**src/rtl/fpro_timer_pkg.sv**
```systemverilog
// Shared constants for the FPro timer core: register word indices, CTRL/STATUS
// bit positions, default counter width and the CTRL read-back formatter.
package fpro_timer_pkg;

    localparam int CNT_W_DEF = 48;

    localparam logic [4:0] REG_CNT_LO = 5'd0;
    localparam logic [4:0] REG_CNT_HI = 5'd1;
    localparam logic [4:0] REG_CTRL   = 5'd2;
    localparam logic [4:0] REG_CMP_LO = 5'd3;
    localparam logic [4:0] REG_CMP_HI = 5'd4;
    localparam logic [4:0] REG_STATUS = 5'd5;

    localparam int CTRL_GO       = 0;
    localparam int CTRL_CLEAR    = 1;
    localparam int CTRL_PERIODIC = 2;
    localparam int CTRL_IE       = 3;

    localparam int STATUS_EXPIRED = 0;

    // clear is a write-only pulse, so its position always reads back as 0
    function automatic logic [31:0] ctrl_word(input logic go, input logic periodic, input logic ie);
        logic [31:0] w;
        w = 32'd0;
        w[CTRL_GO]       = go;
        w[CTRL_PERIODIC] = periodic;
        w[CTRL_IE]       = ie;
        return w;
    endfunction

endpackage

```
**src/rtl/fpro_timer_if.sv**
```systemverilog
// FPro MMIO slot bus between the slot decoder (master) and the timer core (slave).
interface fpro_timer_if;
    logic        cs;
    logic        read;
    logic        write;
    logic [4:0]  addr;
    logic [31:0] wr_data;
    logic [31:0] rd_data;

    modport master (output cs, output read, output write, output addr, output wr_data, input rd_data);
    modport slave  (input cs, input read, input write, input addr, input wr_data, output rd_data);
endinterface

```
**src/rtl/fpro_timer_core.sv**
```systemverilog
// FPro memory-mapped timer: free-running/one-shot/periodic counter with a
// compare match, sticky expired flag (W1C), level interrupt and CNT_HI shadow.
module fpro_timer_core
    import fpro_timer_pkg::*;
#(
    parameter int CNT_W = CNT_W_DEF
) (
    input  logic         clk,
    input  logic         reset,
    fpro_timer_if.slave  bus,
    output logic         irq
);

    localparam int HI_W = CNT_W - 32;

    logic [CNT_W-1:0] cnt_r;
    logic [CNT_W-1:0] cmp_r;
    logic [HI_W-1:0]  shadow_r;
    logic             go_r;
    logic             periodic_r;
    logic             ie_r;
    logic             expired_r;

    logic             wr_s;
    logic             ctrl_wr_s;
    logic             clear_s;
    logic             w1c_s;
    logic             rd_lo_s;
    logic             hit_s;
    logic [CNT_W-1:0] cnt_next_s;
    logic [31:0]      rd_mux_s;

    // Bus decode, compare match and next counter value
    always_comb begin
        wr_s      = bus.cs & bus.write;
        ctrl_wr_s = wr_s & (bus.addr == REG_CTRL);
        clear_s   = ctrl_wr_s & bus.wr_data[CTRL_CLEAR];
        w1c_s     = wr_s & (bus.addr == REG_STATUS) & bus.wr_data[STATUS_EXPIRED];
        rd_lo_s   = bus.cs & bus.read & (bus.addr == REG_CNT_LO);
        hit_s     = go_r & (cmp_r != {CNT_W{1'b0}}) & (cnt_r == cmp_r);
        // clear beats a periodic reload, which beats a one-shot hold / increment
        if (clear_s) begin
            cnt_next_s = {CNT_W{1'b0}};
        end else if (hit_s) begin
            cnt_next_s = periodic_r ? {CNT_W{1'b0}} : cnt_r;
        end else if (go_r) begin
            cnt_next_s = cnt_r + {{(CNT_W-1){1'b0}}, 1'b1};
        end else begin
            cnt_next_s = cnt_r;
        end
    end

    // Counter, control bits, expired flag and high-word shadow
    always_ff @(posedge clk or posedge reset) begin
        if (reset) begin
            cnt_r      <= {CNT_W{1'b0}};
            shadow_r   <= {HI_W{1'b0}};
            go_r       <= 1'b0;
            periodic_r <= 1'b0;
            ie_r       <= 1'b0;
            expired_r  <= 1'b0;
        end else begin
            cnt_r <= cnt_next_s;
            // a CTRL write in the expiry cycle overrides the one-shot go clear
            if (ctrl_wr_s) begin
                go_r       <= bus.wr_data[CTRL_GO];
                periodic_r <= bus.wr_data[CTRL_PERIODIC];
                ie_r       <= bus.wr_data[CTRL_IE];
            end else if (hit_s && !periodic_r) begin
                go_r <= 1'b0;
            end
            if (hit_s) begin
                expired_r <= 1'b1;
            end else if (w1c_s) begin
                expired_r <= 1'b0;
            end
            if (rd_lo_s) begin
                shadow_r <= cnt_r[CNT_W-1:32];
            end
        end
    end

    // Compare register, written in two halves
    always_ff @(posedge clk or posedge reset) begin
        if (reset) begin
            cmp_r <= {CNT_W{1'b0}};
        end else begin
            if (wr_s && (bus.addr == REG_CMP_LO)) begin
                cmp_r[31:0] <= bus.wr_data;
            end
            if (wr_s && (bus.addr == REG_CMP_HI)) begin
                cmp_r[CNT_W-1:32] <= bus.wr_data[HI_W-1:0];
            end
        end
    end

    // Combinational read mux; idle slot drives zero
    always_comb begin
        rd_mux_s = 32'd0;
        if (bus.cs) begin
            case (bus.addr)
                REG_CNT_LO: rd_mux_s = cnt_r[31:0];
                REG_CNT_HI: rd_mux_s = 32'(shadow_r);
                REG_CTRL:   rd_mux_s = ctrl_word(go_r, periodic_r, ie_r);
                REG_CMP_LO: rd_mux_s = cmp_r[31:0];
                REG_CMP_HI: rd_mux_s = 32'(cmp_r[CNT_W-1:32]);
                REG_STATUS: rd_mux_s = {31'd0, expired_r};
                default:    rd_mux_s = 32'd0;
            endcase
        end else begin
            rd_mux_s = 32'd0;
        end
    end

    assign bus.rd_data = rd_mux_s;
    assign irq         = expired_r & ie_r;

endmodule

```
**src/flat_wrapper.sv**
```systemverilog
// flat-port wrapper written by rule: the top's interface ports become plain ports
module fpro_timer_core_flat import fpro_timer_pkg::*;
#(
    parameter int CNT_W = CNT_W_DEF
)
  (clk, reset, irq, bus_cs, bus_read, bus_write, bus_addr, bus_wr_data, bus_rd_data);
  fpro_timer_if bus_i ();
  input  logic clk;
  input  logic reset;
  output logic irq;
  input wire logic [$bits(bus_i.cs)-1:0] bus_cs;
  input wire logic [$bits(bus_i.read)-1:0] bus_read;
  input wire logic [$bits(bus_i.write)-1:0] bus_write;
  input wire logic [$bits(bus_i.addr)-1:0] bus_addr;
  input wire logic [$bits(bus_i.wr_data)-1:0] bus_wr_data;
  output wire logic [$bits(bus_i.rd_data)-1:0] bus_rd_data;
  assign bus_i.cs = bus_cs;
  assign bus_i.read = bus_read;
  assign bus_i.write = bus_write;
  assign bus_i.addr = bus_addr;
  assign bus_i.wr_data = bus_wr_data;
  assign bus_rd_data = bus_i.rd_data;
  fpro_timer_core #(.CNT_W(CNT_W)) u_core (.clk(clk), .reset(reset), .bus(bus_i), .irq(irq));
endmodule
```
**config.mk**
```make
export PLATFORM = sky130hd
export DESIGN_NAME = fpro_timer_core_flat
export DESIGN_NICKNAME = d
export VERILOG_FILES = /design/src/rtl/fpro_timer_pkg.sv /design/src/rtl/fpro_timer_if.sv /design/src/rtl/fpro_timer_core.sv /design/src/flat_wrapper.sv
export SDC_FILE = /design/constraint.sdc
export NUM_CORES = 1
export LEC_CHECK = 0
export CAP_MARGIN = 20
export CORE_ASPECT_RATIO = 0.9
export CORE_UTILIZATION = 45
export CTS_CLUSTER_DIAMETER = 40
export CTS_CLUSTER_SIZE = 40
export DETAILED_ROUTE_END_ITERATION = 10
export PLACE_DENSITY = 0.77
export REMOVE_ABC_BUFFERS = 1
export SLEW_MARGIN = 30
export SYNTH_ARGS = -nofsm -noshare
export SYNTH_HDL_FRONTEND = slang
export SYNTH_SLANG_ARGS = --single-unit
```
**constraint.sdc**
```tcl
create_clock -name clk -period 5.7 [get_ports clk]
set_input_delay 0.855 -clock clk [delete_from_list [all_inputs] [get_ports clk]]
set_output_delay 0.855 -clock clk [all_outputs]
set_load 0.02 [all_outputs]
```
==> results of run 1 <==
cells by family (layout without fill, tap and decap cells):
group	after synthesis	in the layout	share of synthesized area (%)
adders and majority gates	1	1	0.183
DFF	116	116	42.4
muxes	62	62	10.2
and+or+nand+nor	254	254	19.8
xor gates and xnor gates	48	48	6.14
AOI/OAI and AO/OA	146	146	15.2
buffers and inverters	87	136	5.98
worst max-delay path, delay by kind of cell:
family | cells | cell delay, ns
buffers and inverters | 4 | 1.36
and+or+nand+nor | 3 | 1.18
AOI/OAI and AO/OA | 1 | 0.15
layout by cell type, fill, tap and decap left out, types with 3 or more instances in the layout:
master / synthesis / final
a21oi_1: 13 / 13
a222oi_1: 16 / 16
a22o_1: 19 / 19
a31oi_1: 41 / 41
a32oi_1: 6 / 6
a41oi_1: 5 / 5
and2_1: 5 / 5
and3_1: 9 / 9
and4_1: 4 / 4
buf_4: 10 / 11
bufinv_16: 0 / 5
clkbuf_1: 36 / 3
clkbuf_16: 0 / 17
clkdlybuf4s50_1: 0 / 74
clkinv_2: 0 / 4
dfrtp_1: 116 / 115
inv_1: 19 / 18
mux2_2: 62 / 62
nand2_1: 58 / 58
nand2b_1: 3 / 3
nand3_1: 60 / 59
nand3b_1: 11 / 11
nand4_1: 26 / 26
nor2_1: 28 / 28
nor3_1: 11 / 11
nor4_1: 23 / 23
o211ai_1: 13 / 13
o21ai_0: 15 / 15
o21ai_1: 4 / 4
o22ai_1: 6 / 6
or3_1: 3 / 3
xnor2_1: 44 / 44
xor2_1: 4 / 4
state kept, by name, summed over array words and instances (netlist names):
register / flops
u_core.shadow_r: 16
u_core.expired_r: 1
u_core.ie_r: 1
u_core.periodic_r: 1
u_core.go_r: 1
u_core.cmp_r: 48
u_core.cnt_r: 48
power groups by stage:
stage | Combinational, W | Sequential (W) | Clock (W)
global route | 0.000595 | 0.00104 | 0.00123
detailed placement | 0.000540 | 0.00104 | 0
CTS | 0.000542 | 0.00102 | 0.00118
global placement | 0.000529 | 0.00103 | 0
finish | 0.000545 | 0.00103 | 0.00117
floorplan | 0.000314 | 0.00103 | 0
metrics by stage:
stage                     power, W  cell area [µm²]  hold slack, ns  cells
after detailed placement   0.00158             7590           0.470    929
after floorplan            0.00135             6510           0.446    646
after CTS                  0.00275             8230           0.481    961
after global routing       0.00286             8230           0.500    961
final                      0.00275             8230           0.484    961
after global placement     0.00156             7590           0.467    929
worst max-delay path by stage:
stage                      startpoint               end  depth (start not counted)
final                     bus_addr[3]   bus_rd_data[18]                          8
after CTS                 bus_addr[1]   bus_rd_data[13]                          7
after global placement    bus_addr[0]   u_core.cnt_r[7]                          8
after detailed placement  bus_addr[0]   u_core.cnt_r[7]                          8
after global routing      bus_addr[3]   bus_rd_data[31]                          8
after floorplan           bus_addr[3]  u_core.cnt_r[10]                          7
layout make-up:
type,instances,area (µm²),share of cell area (%)
clock buffers,22,464,5.64
well taps,198,248,3.01
clock inverters,10,178,2.16
flip-flops and latches,116,2900,35.3
multi-input cells,511,3540,43.0
repair buffers,85,823,10.0
inverters,19,76.3,0.927
metal layers:
layer / global-route usage, % / up-vias / share of wire (%)
met3: 6.94 / 59 / 9.1
met5: 0 / - / 0
li1: - / 2745 / -
met4: 12.6 / 0 / 3.3
met1: 37.1 / 3051 / 41
met2: 41.8 / 330 / 46
==> summary.txt, run 1 <==
Placed design
  • Gp weighted congestion: 0.985
  • Buffers added on ports: 74
  • DP HPWL: 14400 µm
  • Pre-CTS setup slack: 1.28 ns

Clocking
  • Postcts setup bufs: 0
  • CTS tree: done
  • Bufs on Longest Clock Path: 2
  • Clock buffer count from CTS: 17
  • CTS root buffer: clkbuf_16
  • Clock Latency Late Sink: 0.42 ns
  • H-tree depth: 4
  • Post-CTS sizing: 0
  • Hold Buf Count CTS: 0
  • Sink Count: 116
  • Worst-path clk slew: 0.05 ns

Worst setup path
  • Critical Path Source Type: input pin
  • Worst reg2reg setup slack: 2.33 ns
  • Critical path's most frequent cell: clkdlybuf4s50_1
  • WP data required: 4.85 ns
  • Kind of critical path: input pin to output pin
  • CP endpoint kind: output pin
  • FF-to-FF End: u_core.cnt_r[36]
  • RR Startpoint: u_core.cnt_r[2]
  • CP max FO: 16
  • Worst path slowest cell: and3_1
  • R2R depth: 9
  • Cell Chain, Critical Path: clkdlybuf4s50_1, nor3_2, and3_1, inv_1, nor2_1, buf_4, a22o_1, clkdlybuf4s50_1
  • Crit path DAT: 3.56 ns
  • Critical Path Max Stage Delay: 0.60 ns

Yosys
  • FF+latch count, synth: 116
  • Post-synth top area cell: dfrtp_1
  • Synthesized area: 0.00684 mm²
  • EDFF count, synth: 0
  • YS warnings: 0
  • Synth cell types: 52
  • Count leader, synth: dfrtp_1
  • Async SR Flop Fraction: 100%
  • Synth Instances: 714
  • Synth top cells by count: 116 x dfrtp_1, 62 x mux2_2, 60 x nand3_1
  • Post-synth top area share: 42.4%
  • Post-synthesis sequential area ratio: 42.4%
  • Synth area leaders: dfrtp_1 42%, mux2_2 10%, xnor2_1 5.6%, nand3_1 4.4%, a31oi_1 3.7%
  • Top_reg_cell synth: dfrtp_1
  • Avg Cell Area, Syn: 9.59 µm²

Pwr
  • Clock Power Share: 42.6%
  • Gate power share: 19.9%
  • Fraction of power consumed by sequential logic: 37.5%
  • Switch Pwr: 0.000831 W
  • P_int: 0.00192 W
  • Pwr dens: 334 mW/mm²
  • Leak Pwr: 3.31 nW
  • Maximum VDD drop: 0.000222 V
  • Switching share of power: 30.3%

Floorplan
  • Die X: 132 µm
  • Starting Density: 46.3%
  • Core ar.: 0.0148 mm²
  • Die Ht: 119 µm
  • Row cnt: 42
  • I/O pin cnt: 75
  • Die ar.: 0.0157 mm²

Layout
  • Nets@finish: 793
  • # diodes: 0
  • Filler cell count: 1257
  • P&R area growth vs syn: 20.3%
  • Layout cell share with drive strength beyond 1: 15.2%
  • Core Util, Final: 55.7%

Timing
  • Setup Viol. Count Final: 0
  • Max Freq: 0.227 GHz
  • Tcrit/Tclk final: 77.4%
  • Slew margin rel.: 34.1%
  • Clk_skew: 0.0113 ns
  • Final worst-path setup slack: 1.29 ns
  • RSZ-0062 raised after global routing: false
  • Setup TNS: 0 ns
  • Pins over their slew limit: 0
  • Worst slew pin tran: 0.988 ns
  • Final Hold Fails: 0
  • Final min period: 4.41 ns

Global routing
  • Initial antenna violation count: 0
  • Global-route wire length before repair: 33200 µm
  • Grt total ovfl: 0
  • Pin count of the biggest net entering global routing: 74
  • Vias in the first global route: 5923
  • GRT Resource Usage Total: 27.6%

Route
  • Post-DRT Antenna Nets: 0
  • Drt first pass iters: 9
  • Starting DRT DRC Count: 909
  • Detailed-route wire length per cell: 21.6 µm
  • Drt drc: 0
  • Routed vias/inst: 6.44
  • Routed vias: 6185
  • Detailed-route wire length: 20700 µm

Worst hold path
  • Hold Path Depth: 2
  • Hold path endpoint: u_core.shadow_r[9]
  • Worst Hold Class: register to register
  • Critical hold path startpoint: u_core.shadow_r[9]

Status
  • Status: complete, no violations

Job
  • Max-cap violations: 0
Note: power is estimated with default switching activity, not from simulation.
==> run 2, diff against run 1 <==
--- a/config.mk
+++ b/config.mk
@@ -11,7 +11,7 @@
 export CTS_CLUSTER_DIAMETER = 40
 export CTS_CLUSTER_SIZE = 40
 export DETAILED_ROUTE_END_ITERATION = 10
-export PLACE_DENSITY = 0.77
+export PLACE_DENSITY = 0.8
 export REMOVE_ABC_BUFFERS = 1
 export SLEW_MARGIN = 30
 export SYNTH_ARGS = -nofsm -noshare
==> constraint.sdc (replaced) <==
create_clock -name clk -period 3.7 [get_ports clk]
set_input_delay 0.555 -clock clk [delete_from_list [all_inputs] [get_ports clk]]
set_output_delay 0.555 -clock clk [all_outputs]
set_load 0.02 [all_outputs]
==> run 2 against run 1 <==
Sequential power is 54% higher; core utilization is 0.62 points higher; register-to-register slack lost 1.5 ns; hold slack got worse by 0.0084 ns; combinational power increased by 60%.
==> summary.txt, run 2 (same netlist as run 1, synthesis figures left out) <==
Floorplan
  • I/O pin cnt: 75 (unchanged)
  • Die X: 132 µm (unchanged)
  • Die Ht: 119 µm (unchanged)
  • Row cnt: 42 (unchanged)
  • Starting Density: 46.3% (unchanged)
  • Core ar.: 0.0148 mm² (unchanged)
  • Die ar.: 0.0157 mm² (unchanged)

Worst setup path
  • RR Startpoint: u_core.cmp_r[25]
  • Crit path DAT: 3.12 ns (-0.44 ns)
  • WP data required: 3.14 ns (-1.71 ns)
  • CP Launch Point: bus_addr[0]
  • CP max FO: 10 (-6)
  • CP endpoint kind: output pin
  • Critical Path Source Type: input pin
  • Kind of critical path: input pin to output pin

Placed design
  • DP HPWL: 14800 µm (+3.2%)
  • Buffers added on ports: 74 (unchanged)
  • Placed Cells: 942 (+1.4%)
  • Gp weighted congestion: 1.03 (+4.9%)

Pwr
  • P_int: 0.00284 W (+48%)
  • Leak Pwr: 3.37 nW (+1.7%)
  • Maximum VDD drop: 0.000380 V (+71%)
  • Switch Pwr: 0.00131 W (+58%)
  • Fraction of power consumed by sequential logic: 38.4% (+0.9 points)
  • Clock Power Share: 40.6% (-2.0 points)
  • Switching share of power: 31.6% (+1.3 points)
  • Pwr dens: 499 mW/mm² (+50%)
  • Gate power share: 21.1% (+1.2 points)

Global routing
  • Global-route wire length before repair: 33100 µm (-0.12%)
  • Grt total ovfl: 0 (unchanged)
  • Pin count of the biggest net entering global routing: 91 (+23%)
  • Vias in the first global route: 6023 (+1.7%)
  • Initial antenna violation count: 0 (unchanged)
  • GRT Resource Usage Total: 27.9% (+0.27 points)

Clocking
  • CTS root buffer: clkbuf_16
  • Post-CTS sizing: 0 (unchanged)
  • Postcts setup bufs: 0 (unchanged)
  • H-tree depth: 4 (unchanged)
  • CTS tree: done
  • Worst-path clk slew: 0.05 ns (about the same)
  • Clock buffer count from CTS: 17 (unchanged)
  • Bufs on Longest Clock Path: 2 (unchanged)
  • Sink Count: 116 (unchanged)
  • Hold Buf Count CTS: 0 (unchanged)
  • Clock Latency Late Sink: 0.42 ns (about the same)

Timing
  • Hold WS: 0.475 ns (-0.00843 ns)
  • Setup Viol. Count Final: 0 (unchanged)
  • Final Hold Fails: 0 (unchanged)
  • Slew margin rel.: 44.3% (+10 points)
  • RSZ-0062 raised after global routing: false
  • Final min period: 3.67 ns
  • Worst slew pin tran: 0.833 ns (-0.155 ns)
  • Tcrit/Tclk final: 99.2%
  • Clk_skew: 0.00640 ns (-0.00486 ns)
  • Max Freq: 0.272 GHz
  • Pins over their slew limit: 0 (unchanged)

Route
  • Post-DRT Antenna Nets: 0 (unchanged)
  • Starting DRT DRC Count: 871 (-4.2%)
  • Drt drc: 0 (unchanged)
  • Routed vias/inst: 6.45 (+0.16%)
  • Routed vias: 6279 (+1.5%)
  • Detailed-route wire length: 21300 µm (+2.9%)
  • Detailed-route wire length per cell: 21.9 µm (+1.5%)
  • Drt first pass iters: 7 (-2)

Layout
  • Most common cell after layout, fill and taps aside: dfrtp_1
  • Layout cell share with drive strength beyond 1: 16.4% (+1.2 points)
  • Biggest registers after layout: u_core.cmp_r (48), u_core.cnt_r (48), u_core.shadow_r (16)
  • Nets@finish: 806 (+1.6%)
  • Layout Cells excl Fill: 974 (+1.4%)
  • # diodes: 0 (unchanged)
  • P&R area growth vs syn: 21.6%
  • Most frequent cells in the layout: 115 x dfrtp_1, 74 x clkdlybuf4s50_1, 62 x mux2_2, 60 x nand3_1, 58 x nand2_1
  • Filler cell count: 1236 (-1.7%)

Status
  • Status: complete, no violations

Worst hold path
  • Worst Hold Class: input pin to asynchronous set/reset pin

Job
  • Max-cap violations: 0 (unchanged)
==> run 2: stage by stage <==
stage | power [W] | cell area, µm² | setup slack, ns | TNS [ns] | utilization (%)
after floorplan | 0.00207 | 6510 | -0.0208 | -0.157 | -
after global placement | 0.00243 | 7720 | 0.134 | 0 | 52.3
after detailed placement | 0.00246 | 7720 | 0.0961 | 0 | 52.3
after CTS | 0.00414 | 8320 | 0.0900 | 0 | 56.4
after global routing | 0.00430 | 8320 | 0.0195 | 0 | 56.4
final | 0.00415 | 8320 | 0.0283 | 0 | 56.4
==> run 2: worst max-delay path: stages <==
cell	delay, ns
clkdlybuf4s50_1	0.67
nor2_1	0.16
and2_1	0.24
buf_4	0.17
a222oi_1	0.62
a21oi_1	0.13
clkdlybuf4s50_1	0.57
==> run 2: cell type report <==
cell class	count	area, µm²	area share (%)
well taps	198	248	2.98
flip-flops and latches	116	2900	34.9
inverters	19	73.8	0.887
clock inverters	8	124	1.49
clock buffers	24	482	5.79
multi-input cells	511	3530	42.5
repair buffers	98	958	11.5
==> run 2: power groups by stage <==
stage / Clock (W) / Sequential, W / Combinational (W)
CTS: 0.00170 / 0.00158 / 0.000861
floorplan: 0 / 0.00159 / 0.000484
global route: 0.00176 / 0.00161 / 0.000933
detailed placement: 0 / 0.00160 / 0.000856
global placement: 0 / 0.00160 / 0.000837
finish: 0.00168 / 0.00159 / 0.000874
==> run 2: metal layers <==
metal,vias up,GRT usage (%),part of all wire (%)
li1,2781,-,-
met2,341,44.4,48
met5,-,0,0
met4,0,11.2,2.4
met3,50,8.09,10
met1,3107,35.5,40
==> run 2: path summary, 6_finish.rpt <==
kind	slack [ns]	to	cells past startpoint
min	0.48	u_core.cnt_r[18]	2
min reg2reg	0.49	u_core.shadow_r[9]	2
max reg2reg	0.82	u_core.cnt_r[25]	7
max	0.03	bus_rd_data[15]	7
min in group clk	0.49	u_core.shadow_r[9]	2
max in group asynchronous	2.43	u_core.cmp_r[38]	3
